[config.mk]
export PLATFORM = sky130hd
export DESIGN_NAME = compressor_tree_pipe
export DESIGN_NICKNAME = d
export VERILOG_FILES = /design/src/rtl/compressor_tree_pipe.sv
export SDC_FILE = /design/constraint.sdc
export NUM_CORES = 1
export LEC_CHECK = 0
export BUFFER_PORTS_ARGS = -buffer_cell sky130_fd_sc_hd__clkbuf_2
export CORE_MARGIN = 8
export CORE_UTILIZATION = 30
export DETAILED_ROUTE_END_ITERATION = 8
export PLACE_DENSITY = 0.59
export SETUP_SLACK_MARGIN = 0.5
export SLEW_MARGIN = 20
export SYNTH_ARGS = -nofsm -noshare
export SYNTH_HDL_FRONTEND = slang
export SYNTH_SLANG_ARGS = --single-unit
[constraint.sdc]
create_clock -name clk_i -period 4.9 [get_ports clk_i]
set_input_delay 0.735 -clock clk_i [delete_from_list [all_inputs] [get_ports clk_i]]
set_output_delay 0.735 -clock clk_i [all_outputs]
set_load 0.1 [all_outputs]
[src/rtl/compressor_tree_pipe.sv]
// Pipelined N-operand reduction tree of 4:2 compressors with valid/ready flow control.
// Define COMPRESSOR_TREE_CPA_EN to add a registered carry-propagate result_o.
module compressor_tree_pipe #(
    parameter int unsigned NUM_OPS   = 8,
    parameter int unsigned WIDTH_I   = 8,
    parameter int unsigned WIDTH_O   = WIDTH_I + $clog2(NUM_OPS),
    parameter int unsigned REG_EVERY = 1,
    parameter int unsigned SIGNED    = 0
) (
    input  logic                            clk_i,
    input  logic                            rst_i,
    input  logic                            clear_i,
    input  logic                            in_valid_i,
    output logic                            in_ready_o,
    input  logic [NUM_OPS-1:0][WIDTH_I-1:0] operands_i,
    output logic                            out_valid_o,
    input  logic                            out_ready_i,
    output logic [WIDTH_O-1:0]              sum_o,
    output logic [WIDTH_O-1:0]              carry_o,
    output logic [WIDTH_O-1:0]              result_o
);
    localparam int unsigned LogP   = $clog2(NUM_OPS);
    localparam int unsigned NumPad = 1 << LogP;
    localparam int unsigned NumLvl = LogP - 1;
    localparam int unsigned NumStg = (NumLvl == 0) ? 1 : (NumLvl + REG_EVERY - 1) / REG_EVERY;

    // Operand extension and zero padding up to a power of two
    logic [NumPad-1:0][WIDTH_O-1:0] ext;

    for (genvar i = 0; i < NumPad; i++) begin : g_ext
        if (i >= NUM_OPS) begin : g_pad
            assign ext[i] = '0;
        end else if (SIGNED != 0) begin : g_sx
            assign ext[i] = WIDTH_O'($signed(operands_i[i]));
        end else begin : g_zx
            assign ext[i] = WIDTH_O'(operands_i[i]);
        end
    end

    // Stage k advances when empty or when stage k+1 advances
    logic [NumStg-1:0] valid_d, valid_q, adv, load;

    always_comb begin
        logic nxt;
        logic prev;
        nxt = out_ready_i;
        for (int k = NumStg - 1; k >= 0; k--) begin
            adv[k] = ~valid_q[k] | nxt;
            nxt    = adv[k];
        end
        prev = in_valid_i;
        for (int k = 0; k < NumStg; k++) begin
            load[k]    = adv[k] & prev;
            valid_d[k] = clear_i ? 1'b0 : (adv[k] ? prev : valid_q[k]);
            prev       = valid_q[k];
        end
    end

    always_ff @(posedge clk_i or posedge rst_i) begin
        if (rst_i) begin
            valid_q <= '0;
        end else begin
            valid_q <= valid_d;
        end
    end

    assign in_ready_o  = adv[0] | clear_i;
    assign out_valid_o = valid_q[NumStg-1];

    for (genvar l = 0; l < NumLvl; l++) begin : g_lvl
        localparam int unsigned NumIn = NumPad >> l;
        logic [NumIn-1:0][WIDTH_O-1:0]   din;
        logic [NumIn/2-1:0][WIDTH_O-1:0] dout;

        if (l == 0) begin : g_src
            assign din = ext;
        end else if ((l % REG_EVERY) == 0) begin : g_src
            localparam int unsigned Stg = l / REG_EVERY - 1;
            logic [NumIn-1:0][WIDTH_O-1:0] pipe_d, pipe_q;

            always_comb begin
                pipe_d = pipe_q;
                if (load[Stg]) begin
                    pipe_d = g_lvl[l-1].dout;
                end
            end

            always_ff @(posedge clk_i or posedge rst_i) begin
                if (rst_i) begin
                    pipe_q <= '0;
                end else begin
                    pipe_q <= pipe_d;
                end
            end

            assign din = pipe_q;
        end else begin : g_src
            assign din = g_lvl[l-1].dout;
        end

        // Two chained full adders per bit; the first adder's carry feeds the next bit's cin
        for (genvar c = 0; c < NumIn / 4; c++) begin : g_c42
            logic [WIDTH_O-1:0] a, b, e, d, s1, co, ci;
            assign a  = din[4*c];
            assign b  = din[4*c+1];
            assign e  = din[4*c+2];
            assign d  = din[4*c+3];
            assign s1 = a ^ b ^ e;
            assign co = (a & b) | (a & e) | (b & e);
            assign ci = co << 1;
            assign dout[2*c]   = s1 ^ d ^ ci;
            assign dout[2*c+1] = ((s1 & d) | (s1 & ci) | (d & ci)) << 1;
        end
    end

    logic [1:0][WIDTH_O-1:0] fin;

    if (NumLvl == 0) begin : g_fin
        assign fin = ext;
    end else begin : g_fin
        assign fin = g_lvl[NumLvl-1].dout;
    end

    logic [WIDTH_O-1:0] sum_d, sum_q, carry_d, carry_q;

    always_comb begin
        sum_d   = sum_q;
        carry_d = carry_q;
        if (load[NumStg-1]) begin
            sum_d   = fin[0];
            carry_d = fin[1];
        end
    end

    always_ff @(posedge clk_i or posedge rst_i) begin
        if (rst_i) begin
            sum_q   <= '0;
            carry_q <= '0;
        end else begin
            sum_q   <= sum_d;
            carry_q <= carry_d;
        end
    end

    assign sum_o   = sum_q;
    assign carry_o = carry_q;

`ifdef COMPRESSOR_TREE_CPA_EN
    logic [WIDTH_O-1:0] result_d, result_q;

    always_comb begin
        result_d = result_q;
        if (load[NumStg-1]) begin
            result_d = fin[0] + fin[1];
        end
    end

    always_ff @(posedge clk_i or posedge rst_i) begin
        if (rst_i) begin
            result_q <= '0;
        end else begin
            result_q <= result_d;
        end
    end

    assign result_o = result_q;
`else
    assign result_o = '0;
`endif

endmodule

# After elaboration in Yosys (flattened, before gate mapping)
# Index checks and enable logic that the tools add are counted.
dict set report word_totals {
  reg_bits 59
  in_bits 69
  out_inout_bits 35
}
dict set report classes {
  mux 4
  bitwise_logic 49
  reduce_logical 2
}
# op n
set op_table {}
lappend op_table {{8-bit bitwise AND} 8}
lappend op_table {{8-bit XOR} 6}
lappend op_table {{10-bit OR} 4}
lappend op_table {{8-bit by 9-bit bitwise AND with 9-bit output} 4}
lappend op_table {{8-bit OR} 4}
lappend op_table {{10-bit bitwise AND} 3}
lappend op_table {{8-bit by 9-bit OR with 9-bit output} 2}
lappend op_table {{9-bit OR} 2}
lappend op_table {{8-bit by 9-bit XOR with 9-bit output} 2}
lappend op_table {{10-bit by 11-bit XOR with 11-bit output} 1}
lappend op_table {{10-bit by 9-bit bitwise AND with 10-bit output} 1}
lappend op_table {{9-bit by 10-bit bitwise AND with 10-bit output} 1}
lappend op_table {{10-bit XOR} 1}
lappend op_table {{10-bit by 9-bit XOR with 10-bit output} 1}
lappend op_table {{9-bit by 10-bit XOR with 10-bit output} 1}
lappend op_table {{9-bit bitwise AND} 1}
lappend op_table {{1-bit 2-to-1 mux} 4}
lappend op_table {{2-bit nonzero test} 2}
lappend op_table {{1-bit OR} 3}
lappend op_table {{1-bit bitwise AND} 2}
lappend op_table {{1-bit inverter} 2}

# Logic depth before layout (Yosys ltp)
dict set report depth {
  depth_word 6
  depth_mapped 5
}

# Worst setup path before layout
# Ideal clock, no wire load.
dict set report synth_path {
  path_kind {reg2out}
  start {register valid_q[1]}
  end {output port in_ready_o}
  t_arrival_ns 1.692
  required_time_ns 4.165
  slack_ns 2.473
  path_stages_with_launch 3
  path_cell_list {dfrtp_1 > nand3b_2 > or2_2}
}
dict set report synth_via {
  elab_chain_len 4
}
# item line
set synth_lines {}
lappend synth_lines {{start: declaration} 41} ;# logic [NumStg-1:0] valid_d, valid_q, adv, load;
lappend synth_lines {{start signal: assignment} 63} ;# valid_q <= valid_d;
lappend synth_lines {{1-bit inverter} 48} ;# adv[k] = ~valid_q[k] | nxt;
lappend synth_lines {{1-bit OR (2 in series)} 48}
lappend synth_lines {{1-bit OR} 67} ;# assign in_ready_o = adv[0] | clear_i;
lappend synth_lines {{end: declaration} 14} ;# output logic in_ready_o,
# Every way passes these cells.

# Worst setup path after layout
dict set report layout_path {
  start {input port out_ready_i}
  end {output port in_ready_o}
}
dict set report layout_via {
  elab_chain_len 3
}
# item line
set layout_lines {}
lappend layout_lines {{start: declaration} 17} ;# input logic out_ready_i,
lappend layout_lines {{1-bit OR (2 in series)} 48}
lappend layout_lines {{1-bit OR} 67}
# Every way passes these cells.

==> summary.md <==
| Metric | Value |
|---|---|
| Synth top cells by count | `dfrtp_1 (54), fa_1 (46), mux2_2 (46)` |
| PortBufs | `88` |
| Count leader, synth | `dfrtp_1` |
| Vias per inst | `4.08` |
| Top FF cell, synth | `dfrtp_1` |
| Final period utilization | `50.3%` |
| Num ports | `roughly 100` |
| Worst EP required | `4160 ps` |
| Max clock buf depth | `2` |
| CP max FO | `3` |
| Gr usage total | `8.99%` |
| Antenna-violating nets left | `0` |
| DIE AREA | `14100 um2` |
| PnR Total Power | `about 2.1 mW` |
| Relative slew margins | `~53%` |
| R2R Setup Slk | `3120 ps` |
| Rows | `37` |
| Hold crit path type | `flop to flop` |
| First-pass GRT wire length | `10400 um` |
| Initial antenna violation count | `0` |
| GRT Residual Overflow | `0` |
| Fin nets | `~400` |
| Worst Setup SP | `out_ready_i` |
| Hold_buf cts | `0` |
| H-tree depth | `2` |
| Hold path start | `sum_o[2]` |
| Largest net degree at the start of global routing | `between 50 and 60` |
| Core area | `10300 um2` |
| Leak | `between 1.5 and 2 nW` |
| Top-area cell type share of the netlist area | `42.7%` |
| Smallest hold slack | `between 500 and 600 ps` |
| Slew Limit Fails | `0` |
| Critical path endpoint category | `output port` |
| Crit path launch type | `input port` |
| TritonCTS clock tree | `done` |
| CP max-delay cell | `clkbuf_2` |
| Critical-path cell list | `clkbuf_2 -> nand3b_2 -> or2_2 -> clkbuf_2` |
| DRT iter0 DRCs | `15` |
| Async SR Flop Fraction | `100%` |
| Crit-path most repeated cell | `clkbuf_2` |
| PwrDens | `557 nW/um2` |
| Final setup viols | `0` |
| DRC violations left | `0` |
| Syn. warnings | `0` |
| Synth unique cells | `16` |
| Fin Setup TNS | `0 ps` |
| Total detailed-routing wirelength | `6020 um` |
| Outcome | `complete, no violations` |
| Die Y | `approximately 120 um` |
| Critical path data arrival time | `1730 ps` |
| Layout Skew | `approximately 5.7 ps` |
| Routed len/inst | `~14 um` |
| Vias | `1739` |
| Post-place setup slack | `about 2400 ps` |
| Endpoints failing hold | `0` |
| Post-Syn Area | `3170 um2` |
| FF+latch count, synth | `54` |
| Worst slew pin tran | `701 ps` |
| TritonCTS Buffers | `5` |
| Fraction of layout cells with a size suffix above 1 | `51.4%` |
| Fin crit period | `roughly 2500 ps` |
| Diodes inserted | `0` |
| Die Wd | `119 um` |
| Vias in the first global route | `2141` |
| Starting density of the core | `a little under a third` |
| Final worst slack | `2430 ps` |
| EDFF count, synth | `0` |
| First-pass iteration count of the detailed router | `2` |
| RSZ-0062 raised after global routing | `no` |
| Postcts setup bufs | `0` |
| Dpl cells | `418` |
| Placer congestion estimate | `0.681` |
| Clk_lat worst skew | `300 ps` |
| Syn_area_per_cell | `16.0 um2` |
| Worst vdd ir | `between 0.0002 and 0.00025 V` |
| Reg2reg start | `g_lvl[1].g_c42[0].a[4]` |
| Achievable clock frequency | `406 MHz` |
| Clock slew at the register clock pins of the worst setup and hold paths | `100 ps` |
| Worst stage delay on the critical path | `370 ps` |
| Sequential share of the synthesized area | `between 40 and 50%` |
| Post-CTS sizing | `0` |
| Cells after synthesis | `198` |
| DP HPWL | `5020 um` |
| Synth area leaders | `dfrtp_1 (43%), fa_1 (29%), mux2_2 (16%)` |
| Area leader, netlist | `dfrtp_1` |
| WS Path Type | `input port to output port` |
| Clock root buffer | `clkbuf_8` |
| Max-cap violations | `0` |
| P&R area growth vs syn | `19.6%` |
| Non-Filler Instances | `426` |
| CTS sink count | `54` |
==> state kept, by name, summed over array words and instances, names as in the netlist <==
name,count
sum_o,10
g_lvl.g_c42.d,8
g_lvl.g_c42.a,9
carry_o,8
g_lvl.g_c42.b,8
valid_q,2
g_lvl.g_c42.e,9
==> cells in the final DEF, fill, tap and decap left out <==
master	netlist	layout
clkbuf_2	0	88
dfrtp_1	54	54
mux2_2	46	46
fa_1	46	46
inv_1	16	15
conb_1	1	15
clkbuf_8	0	5
mux2_1	3	3
mux2i_1	3	3
ha_1	3	3
a21oi_1	2	2
clkinv_2	0	2
nand3b_2	1	1
nand2_4	1	1
nand2b_2	1	1
nand2_2	1	1
or2_2	1	1
inv_2	0	1
bufinv_16	0	1
buf_4	15	1
==> worst max-delay path: cells and delay by family <==
family	cells	cell delay [ps]
and+or+nand+nor	2	540
buffers and inverters	2	460
==> layer usage <==
layer | track usage [%] | wire, um
met5 | 0 | 0
met4 | 2.61 | 49
met3 | 3.43 | 432
met2 | 15.4 | 3190
met1 | 10.2 | 2350
==> layout make-up <==
cell class | count | area, um2
Fill cell | 1028 | 6490
Multi-Input combinational cell | 123 | 1650
Sequential cell | 54 | 1350
Timing Repair Buffer | 89 | 448
Tap cell | 136 | 170
Clock buffer | 5 | 68.8
Inverter | 16 | 60.1
Clock inverter | 3 | 40.0
==> power by group <==
part / internal (mW) / leakage [nW] / switching, mW / total, mW
clock: 0.151 / 0.0579 / 0.142 / 0.292
combinational: 0.307 / 1.10 / 0.832 / 1.14
sequential: 0.592 / 0.639 / 0.0880 / 0.680
total: 1.05 / 1.80 / 1.06 / 2.11
==> cell families (layout without fill, tap and decap cells) <==
logic type / count (synthesis) / after routing / synth area share, %
other: 1 / 15 / 0.118
buffers and inverters: 35 / 113 / 6.87
AND/OR/NAND/NOR: 5 / 5 / 1.38
multiplexers: 52 / 52 / 18.4
adder cells (fa/ha/maj): 49 / 49 / 30.3
AO/OA/AOI/OAI: 2 / 2 / 0.316
flip-flops: 54 / 54 / 42.7
==> final timing paths <==
| check | cells after the start | end |
|---|---|---|
| worst max-delay path | 4 | in_ready_o |
| worst min-delay path | 1 | sum_o[2] |
| worst max register to register | 3 | sum_o[4] |
| worst min register to register | 1 | sum_o[2] |
| max in group asynchronous | 3 | carry_o[6] |
| min in group asynchronous | 3 | sum_o[9] |
==> metrics by stage <==
step	instance area [um2]	utilization (%)
after floorplan	3220	-
after global placement	3680	35.8
after detailed placement	3680	35.8
after CTS	3790	36.9
after global routing	3790	36.9
final	3790	36.9
Note: power is estimated with default switching activity, not from simulation.
